**config.mk**
```make
export PLATFORM = sky130hd
export DESIGN_NAME = pipeline_hazard_ctrl_flat
export DESIGN_NICKNAME = d
export VERILOG_FILES = /design/src/rtl/hz_pkg.sv /design/src/rtl/pipeline_hazard_ctrl_if.sv /design/src/rtl/hz_decode.sv /design/src/rtl/pipeline_hazard_ctrl.sv /design/src/flat_wrapper.sv
export SDC_FILE = /design/constraint.sdc
export NUM_CORES = 1
export LEC_CHECK = 0
export ABC_AREA = 1
export BUFFER_PORTS_ARGS = -buffer_cell sky130_fd_sc_hd__buf_2
export CORE_MARGIN = 8
export CORE_UTILIZATION = 40
export CTS_BUF_LIST = sky130_fd_sc_hd__clkbuf_8
export DETAILED_ROUTE_END_ITERATION = 8
export PLACE_DENSITY = 0.68
export SETUP_SLACK_MARGIN = 0.1
export SLEW_MARGIN = 20
export SYNTH_ARGS = -nofsm -noshare
export SYNTH_HDL_FRONTEND = slang
export SYNTH_SLANG_ARGS = --single-unit
```
**constraint.sdc**
```tcl
create_clock -name clk1 -period 5.4 [get_ports clk1]
set_clock_uncertainty 0.1 [all_clocks]
set_input_delay 0.54 -clock clk1 [delete_from_list [all_inputs] [get_ports clk1]]
set_output_delay 0.54 -clock clk1 [all_outputs]
set_load 0.01 [all_outputs]
```
**src/rtl/hz_pkg.sv**
```systemverilog
// Shared constants and types for the pipeline hazard / forwarding controller.
package hz_pkg;

  // RV32I major opcodes (instr[6:0]).
  localparam logic [6:0] OP_LOAD  = 7'b0000011;
  localparam logic [6:0] OP_STORE = 7'b0100011;
  localparam logic [6:0] OP_R     = 7'b0110011;
  localparam logic [6:0] OP_I     = 7'b0010011;
  localparam logic [6:0] OP_BR    = 7'b1100011;
  localparam logic [6:0] OP_JAL   = 7'b1101111;
  localparam logic [6:0] OP_JALR  = 7'b1100111;
  localparam logic [6:0] OP_LUI   = 7'b0110111;
  localparam logic [6:0] OP_AUIPC = 7'b0010111;

  // EX operand source selects.
  localparam logic [1:0] FWD_RF  = 2'b00;
  localparam logic [1:0] FWD_EXM = 2'b01;
  localparam logic [1:0] FWD_MWB = 2'b10;

  // One shadow-pipe entry: what an in-flight instruction will write back.
  typedef struct packed {
    logic       valid;
    logic [4:0] rd;
    logic       wr;
    logic       is_load;
  } shadow_t;

endpackage

```
**src/rtl/pipeline_hazard_ctrl_if.sv**
```systemverilog
// Signal bundle between the pipeline datapath (master) and the hazard controller (slave).
interface pipeline_hazard_ctrl_if #(
  parameter int unsigned CNT_W = 16
);
  logic             id_valid;
  logic [31:0]      id_instr;
  logic             br_taken;
  logic             ext_stall;
  logic             stall_id;
  logic             flush_id;
  logic [1:0]       fwd_a_sel;
  logic [1:0]       fwd_b_sel;
  logic [CNT_W-1:0] stall_cnt;
  logic [CNT_W-1:0] flush_cnt;

  modport master (
    output id_valid, id_instr, br_taken, ext_stall,
    input  stall_id, flush_id, fwd_a_sel, fwd_b_sel, stall_cnt, flush_cnt
  );

  modport slave (
    input  id_valid, id_instr, br_taken, ext_stall,
    output stall_id, flush_id, fwd_a_sel, fwd_b_sel, stall_cnt, flush_cnt
  );
endinterface

```
**src/rtl/hz_decode.sv**
```systemverilog
// Combinational register-usage decoder for the instruction sitting in decode.
module hz_decode
  import hz_pkg::*;
(
  input  logic [31:0] i_instr,
  output logic [4:0]  o_rs1,
  output logic [4:0]  o_rs2,
  output logic [4:0]  o_rd,
  output logic        o_uses_rs1,
  output logic        o_uses_rs2,
  output logic        o_writes_rd,
  output logic        o_is_load
);

  logic [6:0] w_op;
  // funct3/funct7/immediate bits do not affect register usage.
  logic       w_unused_bits;

  assign w_op          = i_instr[6:0];
  assign o_rd          = i_instr[11:7];
  assign o_rs1         = i_instr[19:15];
  assign o_rs2         = i_instr[24:20];
  assign w_unused_bits = ^{i_instr[31:25], i_instr[14:12]};

  // Classify the opcode into register read/write usage.
  always_comb begin
    o_uses_rs1  = 1'b1;
    o_uses_rs2  = 1'b0;
    o_writes_rd = 1'b0;
    o_is_load   = 1'b0;
    case (w_op)
      OP_R:     begin o_uses_rs2 = 1'b1; o_writes_rd = 1'b1; end
      OP_I:     o_writes_rd = 1'b1;
      OP_LOAD:  begin o_writes_rd = 1'b1; o_is_load = 1'b1; end
      OP_STORE: o_uses_rs2 = 1'b1;
      OP_BR:    o_uses_rs2 = 1'b1;
      OP_JAL:   begin o_uses_rs1 = 1'b0; o_writes_rd = 1'b1; end
      OP_JALR:  o_writes_rd = 1'b1;
      OP_LUI:   begin o_uses_rs1 = 1'b0; o_writes_rd = 1'b1; end
      OP_AUIPC: begin o_uses_rs1 = 1'b0; o_writes_rd = 1'b1; end
      default:  ;
    endcase
    // x0 is never a real destination.
    if (o_rd == 5'd0) o_writes_rd = 1'b0;
  end

endmodule

```
**src/rtl/pipeline_hazard_ctrl.sv**
```systemverilog
// Hazard and forwarding controller for a five-stage RV32I pipeline. Tracks EX/MEM/WB
// in a shadow pipe, raises load-use stalls and branch flushes, and registers the EX
// operand forwarding selects alongside the ID->EX transfer.
module pipeline_hazard_ctrl
  import hz_pkg::*;
#(
  parameter int unsigned CNT_W = 16
) (
  input logic                   clk1,
  input logic                   rst_n,
  pipeline_hazard_ctrl_if.slave hz
);

  logic [4:0] w_rs1, w_rs2, w_rd;
  logic       w_uses_rs1, w_uses_rs2, w_writes_rd, w_is_load;

  hz_decode u_decode (
    .i_instr     (hz.id_instr),
    .o_rs1       (w_rs1),
    .o_rs2       (w_rs2),
    .o_rd        (w_rd),
    .o_uses_rs1  (w_uses_rs1),
    .o_uses_rs2  (w_uses_rs2),
    .o_writes_rd (w_writes_rd),
    .o_is_load   (w_is_load)
  );

  shadow_t          r_ex, r_mem, r_wb;
  shadow_t          w_id_entry;
  logic [1:0]       r_fwd_a, r_fwd_b;
  logic [1:0]       w_fwd_a, w_fwd_b;
  logic [CNT_W-1:0] r_stall_cnt, r_flush_cnt;
  logic             w_ex_hit1, w_ex_hit2, w_mem_hit1, w_mem_hit2;
  logic             w_load_use, w_flush, w_stall_lu;
  // WB is tracked for completeness; the register file is assumed write-through.
  logic             w_unused_wb;

  assign w_unused_wb = ^r_wb;

  // Source-register matches against the shadow EX and MEM entries (x0 excluded).
  always_comb begin
    w_ex_hit1  = w_uses_rs1 && (w_rs1 != 5'd0) && r_ex.valid && r_ex.wr && (r_ex.rd == w_rs1);
    w_ex_hit2  = w_uses_rs2 && (w_rs2 != 5'd0) && r_ex.valid && r_ex.wr && (r_ex.rd == w_rs2);
    w_mem_hit1 = w_uses_rs1 && (w_rs1 != 5'd0) && r_mem.valid && r_mem.wr &&
                 (r_mem.rd == w_rs1);
    w_mem_hit2 = w_uses_rs2 && (w_rs2 != 5'd0) && r_mem.valid && r_mem.wr &&
                 (r_mem.rd == w_rs2);
  end

  // Hazard decisions; a freeze masks both flush and load-use, flush masks load-use.
  always_comb begin
    w_load_use = hz.id_valid && r_ex.is_load && (w_ex_hit1 || w_ex_hit2);
    w_flush    = hz.br_taken && !hz.ext_stall;
    w_stall_lu = w_load_use && !w_flush && !hz.ext_stall;
  end

  // Entry and operand selects that move into EX on the next unfrozen edge.
  always_comb begin
    w_id_entry.valid   = hz.id_valid && !w_flush && !w_load_use;
    w_id_entry.rd      = w_rd;
    w_id_entry.wr      = w_writes_rd;
    w_id_entry.is_load = w_is_load;
    w_fwd_a = FWD_RF;
    w_fwd_b = FWD_RF;
    if (w_id_entry.valid) begin
      // Newest producer wins; a load in EX never reaches here thanks to the stall.
      if (w_ex_hit1 && !r_ex.is_load) w_fwd_a = FWD_EXM;
      else if (w_mem_hit1)            w_fwd_a = FWD_MWB;
      if (w_ex_hit2 && !r_ex.is_load) w_fwd_b = FWD_EXM;
      else if (w_mem_hit2)            w_fwd_b = FWD_MWB;
    end
  end

  // Shadow pipe shift, forwarding select registers and saturating counters.
  always_ff @(posedge clk1 or negedge rst_n) begin
    if (!rst_n) begin
      r_ex        <= '0;
      r_mem       <= '0;
      r_wb        <= '0;
      r_fwd_a     <= FWD_RF;
      r_fwd_b     <= FWD_RF;
      r_stall_cnt <= '0;
      r_flush_cnt <= '0;
    end else if (!hz.ext_stall) begin
      r_wb    <= r_mem;
      r_mem   <= r_ex;
      r_ex    <= w_id_entry;
      r_fwd_a <= w_fwd_a;
      r_fwd_b <= w_fwd_b;
      if (w_stall_lu && (r_stall_cnt != '1)) r_stall_cnt <= r_stall_cnt + 1'b1;
      if (w_flush && (r_flush_cnt != '1))    r_flush_cnt <= r_flush_cnt + 1'b1;
    end
  end

  // Mealy controls are forced low while reset is asserted.
  assign hz.stall_id  = rst_n && (hz.ext_stall || w_stall_lu);
  assign hz.flush_id  = rst_n && w_flush;
  assign hz.fwd_a_sel = r_fwd_a;
  assign hz.fwd_b_sel = r_fwd_b;
  assign hz.stall_cnt = r_stall_cnt;
  assign hz.flush_cnt = r_flush_cnt;

endmodule

```
**src/flat_wrapper.sv**
```systemverilog
// flat-port wrapper written by rule: the top's interface ports become plain ports
module pipeline_hazard_ctrl_flat import hz_pkg::*;
#(
  parameter int unsigned CNT_W = 16
)
  (clk1, rst_n, hz_id_valid, hz_id_instr, hz_br_taken, hz_ext_stall, hz_stall_id, hz_flush_id, hz_fwd_a_sel, hz_fwd_b_sel, hz_stall_cnt, hz_flush_cnt);
  pipeline_hazard_ctrl_if #(.CNT_W(CNT_W)) hz_i ();
  input logic clk1;
  input logic rst_n;
  input wire logic [$bits(hz_i.id_valid)-1:0] hz_id_valid;
  input wire logic [$bits(hz_i.id_instr)-1:0] hz_id_instr;
  input wire logic [$bits(hz_i.br_taken)-1:0] hz_br_taken;
  input wire logic [$bits(hz_i.ext_stall)-1:0] hz_ext_stall;
  output wire logic [$bits(hz_i.stall_id)-1:0] hz_stall_id;
  output wire logic [$bits(hz_i.flush_id)-1:0] hz_flush_id;
  output wire logic [$bits(hz_i.fwd_a_sel)-1:0] hz_fwd_a_sel;
  output wire logic [$bits(hz_i.fwd_b_sel)-1:0] hz_fwd_b_sel;
  output wire logic [$bits(hz_i.stall_cnt)-1:0] hz_stall_cnt;
  output wire logic [$bits(hz_i.flush_cnt)-1:0] hz_flush_cnt;
  assign hz_i.id_valid = hz_id_valid;
  assign hz_i.id_instr = hz_id_instr;
  assign hz_i.br_taken = hz_br_taken;
  assign hz_i.ext_stall = hz_ext_stall;
  assign hz_stall_id = hz_i.stall_id;
  assign hz_flush_id = hz_i.flush_id;
  assign hz_fwd_a_sel = hz_i.fwd_a_sel;
  assign hz_fwd_b_sel = hz_i.fwd_b_sel;
  assign hz_stall_cnt = hz_i.stall_cnt;
  assign hz_flush_cnt = hz_i.flush_cnt;
  pipeline_hazard_ctrl #(.CNT_W(CNT_W)) u_core (.clk1(clk1), .rst_n(rst_n), .hz(hz_i));
endmodule
```
==> metrics.txt, run 1 <==
Comb power frac 0.168; Max clock buf depth 2; Max VDD drop between 0.1 and 0.15 mV; synth warn 0; CP max-delay cell dfrtp_1; Die Wd 103 um; Via-to-Cell Ratio 4.85; Via Count 2,831; WL met3 427 um; ANT nets after route 0; DRT iter0 DRCs between 100 and 150; R2R Path Start u_core.hz.stall_cnt[0]$_DFFE_PN0P_; Arrival @ worst endpoint 1780 ps; Die Y just over 100 um; n_diodes 0; layout cell share with drive strength beyond 1 0.194; synthesized area slightly above 3000 um2; area delta synth->final 16.6%; I/O pin count 75; final hold vios 0; cell area power density 236 nW/um2; Synth Instances 419; Worst Path Required 4760 ps; vias in the first global route 2,689; drt drc 0; CTS tree built; first-pass GRT wire length 12,000 um; P_sw 0.257 mW; Pleak between 1.5 and 2 nW; Tot Pwr 0.830 mW; clk_lat worst skew 310 ps; sequential group share of total power 0.540; critical path class reg -> out; die area around 11,000 um2; global-route usage over all layers 0.141; Worst setup startpoint u_core.r_ex[4]$_DFFE_PN0N_; final slew viol count 0; max layer used met4; period utilization 0.447; Setup Viol. Count Final 0; crit start category flip-flop; drt pass-1 iters 5; H-tree Lvls 2; Synth Area per Inst between 7 and 8 um2; synth unique cells 33; clock power share 0.292; Final nets 523; Starting Density 0.414; Fmax around 0.41 GHz; clk sinks 51; hold_buf cts 0; Core Rows 31; # resized after CTS 0; crit path buf inv count 2; Routed WL 7240 um; CTS Buf Count 5; initial antenna violation count 0; Reg clk slew, reported paths roughly 100 ps; RePlAce Congestion about 0.84; CTS root buffer clkbuf_8; PortBufs 64; MaxCap Viol Count 0; post-CTS setup repair buffer count 0; crit path max fanout 5; HP Class in -> async; CP endpoint kind output pin; commonest non-fill, non-tap cell in the layout nand2_1; crit path time final 2420 ps; CP top delay family simple AND/OR/NAND/NOR gates; Critical Path Stages 11; Sw Share 0.310; P_int about 0.57 mW; DP HPWL 5500 um; setup_tns 0 ps; DR WL met2 3550 um; average wire per standard cell 12.4 um; core area 7290 um2; Critical Path Most Common Cell nand2_1; slew margin rel. 0.346; CP peak stage delay 460 ps; Seq/Total Area, Yosys 0.423; number of synthesized register bits 51; worst-margin pin slew just under 1000 ps; Worst R2R Path Depth 10; metal1 wirelength approximately 3200 um; GR Overflow Total 0; commonest cells after routing, fill and taps aside nand2_1, buf_2, inv_1, dfrtp_1, nor2_1; largest net degree at the start of global routing 54; RSZ-0062 raised after global routing false; outcome completed; crit path cell chain inv_2 -> nand2_1 -> nand2_1 -> nor2_1 -> nand2_1 -> nor2_2 -> nand2_2 -> nand2_4 -> nand2_4 -> a21oi_1 -> buf_2; Synthesized Nets approximately 460
[cell families after synthesis]
| logic type | synth area share |
|---|---|
| fa+ha+maj | 0.00829 |
| simple gates | 0.342 |
| compound gates | 0.0655 |
| xor+xnor | 0.0552 |
| flops | 0.423 |
| buf+inv | 0.106 |
[layout make-up]
cell class                 instances  area [um2]
clock buffer                       6        82.6
multi-input combinational        290        1420
inverter                          71         270
clock inverter                     2        16.3
timing repair buffer              65         328
fill                             741        3770
tap                               99         124
sequential                        51        1280
[metrics by stage]
stage          cell area (um2)  hold slack (ps)  utilization  setup WS, ps  instances
6_report                  3520              247        0.482          2980        584
5_1_grt                   3520              302        0.482          2770        584
4_1_cts                   3520              280        0.482          2950        584
3_5_place_dp              3420              374        0.469          2930        576
3_3_place_gp              3420              365        0.469          2950        576
2_1_floorplan             3020              144            -          3370        419
[sequential cells by signal, indices dropped and copies added, names as in the netlist]
register and flops:
u_core.r_mem 7, u_core.hz.stall_cnt 16, u_core.hz.flush_cnt 16, u_core.hz.fwd_b_sel 2, u_core.hz.fwd_a_sel 2, u_core.r_ex 8
[final timing paths]
path,slack (ps),to
min reg2reg,390,u_core.hz.fwd_b_sel[1]$_DFFE_PN0N_
max reg2reg,3020,u_core.hz.stall_cnt[4]$_DFFE_PN0P_
min in group clk1,370,u_core.r_ex[2]$_DFFE_PN0N_
max,2980,hz_stall_id
max in group asynchronous,4500,u_core.hz.stall_cnt[10]$_DFFE_PN0P_
min,250,u_core.hz.flush_cnt[9]$_DFFE_PN0P_
[cells in the mapped netlist]
cell	n	area, um2
buf_6	1	11.3
o22ai_1	3	18.8
a211oi_1	1	7.51
nor2_2	8	50.1
xnor2_1	9	78.8
inv_4	1	6.26
clkinv_2	1	5.00
nand2_4	2	22.5
nand2_2	2	12.5
a21oi_2	1	8.76
o21ai_0	23	115
inv_1	63	236
nor3_1	8	40.0
o2111ai_1	1	8.76
nand3_1	25	125
o211ai_1	2	15.0
nand4_1	22	138
inv_2	5	18.8
o311ai_0	1	8.76
buf_2	1	5.00
ha_1	2	25.0
nor4_1	3	18.8
buf_8	1	15.0
clkinv_1	1	3.75
buf_4	1	7.51
clkbuf_1	3	11.3
a21oi_1	3	15.0
nand3_2	1	10.0
and2_1	1	6.26
nand2_1	124	465
xor2_1	10	87.6
dfrtp_1	51	1280
nor2_1	38	143
[power by group through the flow]
stage          Combinational, mW  Sequential [mW]  Clock, mW
6_report                   0.139            0.448      0.242
5_1_grt                    0.157            0.454      0.265
4_1_cts                    0.142            0.447      0.249
3_5_place_dp               0.142            0.454          0
3_3_place_gp               0.138            0.454          0
2_1_floorplan             0.0724            0.458          0
[metal layers]
| layer | global-route usage | vias up |
|---|---|---|
| met2 | 0.247 | 76 |
| met1 | 0.175 | 1300 |
| li1 | - | 1451 |
| met5 | 0 | - |
| met4 | 0.0245 | 0 |
| met3 | 0.0331 | 4 |
(Power assumes the default switching activity.)
==> run 2: changes to the inputs <==
clock period = 2.3 ns   (was 5.4 ns; I/O delays follow)
==> metrics.txt, run 2 (synthesized netlist as in run 1, its figures left out) <==
GR Overflow Total 0; drt pass-1 iters 4; drt drc 0; utilization after layout 0.489; first-pass GRT wire length 12,100 um; vias in the first global route 2,765; slew margin rel. 0.623; Routed WL 7050 um; setup_tns 0 ps; Fillers 766; RSZ-0062 raised after global routing true; average wire per standard cell 12.0 um; initial antenna violation count 0; Worst Path Required 1970 ps; Starting Density 0.414; Die Wd 103 um; worst-margin pin slew about 570 ps; multi-input logic area 1420 um2; die area about 11,000 um2; DRT iter0 DRCs 99; critical path class reg -> out; commonest non-fill, non-tap cell in the layout nand2_1; Arrival @ worst endpoint 1710 ps; period utilization 0.887; final slew viol count 0; reg2reg setup slack between 300 and 400 ps; area delta synth->final 18.3%; cell area power density roughly 560 nW/um2; Setup Viol. Count Final 0; PortBufs between 60 and 70; layout cell share with drive strength beyond 1 0.200; H-tree Lvls 2; clk_lat worst skew about 300 ps; Via Count 2,809; n_diodes 0; crit start category flip-flop; DP HPWL 5610 um; commonest cells after routing, fill and taps aside nand2_1, buf_2, inv_1, dfrtp_1, nor2_1; CP endpoint kind output pin; Pleak around 1.9 nW; core area around 7300 um2; global-route usage over all layers 0.142; Max VDD drop around 0.40 mV; Reg clk slew, reported paths around 90 ps; CTS root buffer clkbuf_8; Core Rows 31; Die Y 103 um; Max clock buf depth 2; CTS tree built; CTS Buf Count 5; crit path time final around 2000 ps; Fmax 0.490 GHz; final hold vios 0; largest net degree at the start of global routing 45; ANT nets after route 0; RePlAce Congestion about 0.87; outcome completed; I/O pin count 75; clk sinks 51; Final nets 528; HP Class in -> reg; MaxCap Viol Count 0; hold_ws 76.1 ps; crit path max fanout 5; Via-to-Cell Ratio between 4 and 5; register area about 1300 um2
[run 2: cell type report]
type	count	area share
multi-input cells	290	0.399
flip-flops and latches	51	0.358
repair buffers	70	0.103
inverters	71	0.0757
well taps	99	0.0347
clock buffers	5	0.0193
clock inverters	2	0.0105
[run 2: per-stage QoR]
step                power, mW  worst slack [ps]  area [um2]  cells
finish                   1.99               259        3570    588
global route             2.12              76.7        3570    588
CTS                      2.02               178        3560    587
detailed placement       1.40               359        3440    579
global placement         1.40               398        3440    579
floorplan                1.25               520        3020    419
[run 2: final timing paths]
check / endpoint / from / cells past startpoint
max: hz_stall_id / u_core.r_ex[6]$_DFFE_PN0N_ / 11
min: u_core.r_ex[3]$_DFFE_PN0N_ / hz_id_instr[8] / 3
max reg2reg: u_core.hz.stall_cnt[14]$_DFFE_PN0P_ / u_core.hz.stall_cnt[0]$_DFFE_PN0P_ / 10
min reg2reg: u_core.hz.fwd_a_sel[1]$_DFFE_PN0N_ / u_core.hz.fwd_a_sel[1]$_DFFE_PN0N_ / 2
max in group asynchronous: u_core.r_ex[4]$_DFFE_PN0N_ / rst_n / 3
min in group asynchronous: u_core.hz.flush_cnt[3]$_DFFE_PN0P_ / rst_n / 2
[run 2: power by group]
group	total [mW]	leakage (nW)	internal, mW	switching (mW)
logic	0.330	1.21	0.137	0.193
registers	1.05	0.653	0.965	0.0875
clock network	0.608	0.0502	0.318	0.290
total	1.99	1.92	1.42	0.570
[run 2: routing by layer]
metal / routed length [um] / part of all wire / track usage / vias up
met5: 0 / 0 / 0 / -
met4: 42 / 0.0060 / 0.0256 / 0
met3: 366 / 0.052 / 0.0304 / 4
met2: 3450 / 0.49 / 0.255 / 61
met1: 3200 / 0.45 / 0.172 / 1280
li1: - / - / - / 1464
[run 2: repair_timing]
item	4_1_cts	5_1_grt
hold buffers	1	0
endpoints found under the hold margin	7	0
gates resized for setup	0	1
setup endpoints to repair	0	1
setup buffers	0	1
[run 2: worst max-delay path: stages, from the launching register on]
cell     delay, ps
dfrtp_1        440
inv_2           60
nand2_1         50
nand2_1         50
nor2_1          90
nand2_1         80
nor2_2         120
nand2_2         80
nand2_4         90
nand2_4         70
a21oi_2        140
buf_2          150
==> run 3: changes to the inputs <==
clock period = 2.11 ns   (was 2.3 ns; I/O delays follow)
==> metrics.txt, run 3 (synthesized netlist as in run 1, its figures left out) <==
GR Overflow Total 0; WHS Endpoint u_core.r_ex[2]$_DFFE_PN0N_; Final nets about 540; outcome completed; Core Rows 31; die area 10,600 um2; reg2reg end u_core.hz.flush_cnt[14]$_DFFE_PN0P_; drt drc 0; Fillers 744; CTS root buffer clkbuf_8; Reg clk slew, reported paths approximately 90 ps; Worst R2R Path Depth 8; pre-CTS WS 175 ps; critical path class reg -> out; reg2reg setup slack between 200 and 300 ps; min-delay src hz_id_instr[7]; setup_tns 0 ps; Routed WL 7270 um; largest net degree at the start of global routing 34; average wire per standard cell between 10 and 15 um; commonest non-fill, non-tap cell in the layout nand2_1; Worst Path Required 1800 ps; DRT iter0 DRCs around 150; crit path cell chain inv_2 -> nand2_1 -> nand2_1 -> nor2_1 -> nand2_1 -> nor2_2 -> nand2_2 -> nand2_4 -> nand2_4 -> a21oi_2 -> buf_2; RePlAce Congestion ~0.86; final hold vios 0; H-tree Lvls 2; CP top delay family simple AND/OR/NAND/NOR gates; drt pass-1 iters 5; final worst slack 108 ps; period utilization 0.949; Fmax 0.499 GHz; slew margin rel. 0.709; CTS Buf Count 5; register area approximately 1300 um2; initial antenna violation count 0; Pleak between 1.5 and 2 nW; Die Y 103 um; clk_lat worst skew roughly 300 ps; CTS tree built; layout cell share with drive strength beyond 1 0.222; n_diodes 0; I/O pin count 75; crit path max fanout 4; CP max-delay cell dfrtp_1; Max VDD drop ~0.33 mV; MaxCap Viol Count 0; global-route usage over all layers 0.146; Via Count 2,867; first-pass GRT wire length 12,400 um; Hold Path Depth 3; CP peak stage delay 440 ps; multi-input logic area 1440 um2; Via-to-Cell Ratio 4.79; hold_ws 60.0 ps; HP Class in -> reg; RSZ-0062 raised after global routing true; Starting Density 0.414; clk sinks 51; crit path buf inv count 2; ANT nets after route 0; cell area power density between 600 and 700 nW/um2; CP endpoint kind output pin; Tot Pwr 2.31 mW; Critical Path Most Common Cell nand2_1; worst-margin pin slew 437 ps; DP HPWL around 5600 um; vias in the first global route roughly 2,800; Die Wd 103 um; crit path time final approximately 2000 ps; Max clock buf depth 2; R2R Path Start u_core.hz.flush_cnt[0]$_DFFE_PN0P_; Setup Viol. Count Final 0; DP Cell Count 580; area delta synth->final 22.2%; Final Non-Filler Cells 598; PortBufs 64; crit start category flip-flop; commonest cells after routing, fill and taps aside nand2_1, buf_2, inv_1, dfrtp_1, nor2_1; Arrival @ worst endpoint 1690 ps; final slew viol count 0; core area 7290 um2
[run 3: cell types whose count changed in the layout (fill, tap and decap cells not counted)]
cell	previous run	this run
nor2_1	38	36
inv_4	1	0
nor2_4	0	3
clkinvlp_4	1	0
dfrtp_2	0	1
bufinv_16	1	2
nor2_2	8	7
inv_6	0	1
buf_4	5	14
inv_2	5	6
dfrtp_1	51	50
[run 3: worst register-to-register path, stage by stage, from the launching register on]
cell	delay [ps]
dfrtp_1	430
ha_1	240
nand3_1	90
nor3_1	50
nand3_1	80
nand2_2	140
nor2_1	300
nand3_1	140
xor2_1	160
[run 3: worst max-delay path by stage]
| stage | start | end | slack (ps) | cells past startpoint |
|---|---|---|---|---|
| 2_1_floorplan | u_core.hz.stall_cnt[0]$_DFFE_PN0P_ | u_core.hz.stall_cnt[11]$_DFFE_PN0P_ | 330 | 9 |
| 3_3_place_gp | u_core.hz.stall_cnt[0]$_DFFE_PN0P_ | u_core.hz.stall_cnt[11]$_DFFE_PN0P_ | 210 | 10 |
| 3_5_place_dp | u_core.hz.stall_cnt[0]$_DFFE_PN0P_ | u_core.hz.stall_cnt[7]$_DFFE_PN0P_ | 180 | 10 |
| 4_1_cts | u_core.r_ex[4]$_DFFE_PN0N_ | hz_stall_id | 80 | 8 |
| 5_1_grt | u_core.r_ex[5]$_DFFE_PN0N_ | hz_stall_id | -5 | 11 |
| 6_report | u_core.r_ex[6]$_DFFE_PN0N_ | hz_stall_id | 110 | 11 |
[run 3: where the power goes]
group	switching [mW]	internal (mW)	total, mW
Combinational	0.214	0.156	0.370
Sequential	0.0961	1.05	1.15
Clock	0.321	0.469	0.791
Total	0.632	1.68	2.31
[run 3: timing repair]
item	in CTS	in global routing
hold buffers	1	0
setup endpoints to repair	1	16
resized for setup	1	8
buffers inserted	7	2
pin swaps	5	4
endpoints found under the hold margin	51	0
[run 3: layer usage]
metal  wire [um]  up-vias  global-route usage
met1        3170     1316               0.167
met4          87        0              0.0456
met5           0        -                   0
met2        3520       63               0.257
met3         495       10              0.0419
li1            -     1478                   -
[run 3: metrics by stage]
stage	area [um2]	utilization
floorplan	3020	-
detailed placement	3450	0.473
global route	3690	0.505
global placement	3450	0.473
CTS	3650	0.500
finish	3690	0.505
[run 3: layout make-up]
class	instances	share of cell area
Clock buffer	5	0.0187
Multi-Input combinational cell	290	0.392
Clock inverter	3	0.0173
Tap cell	99	0.0336
Timing Repair Buffer	79	0.118
Sequential cell	51	0.347
Inverter	71	0.0740
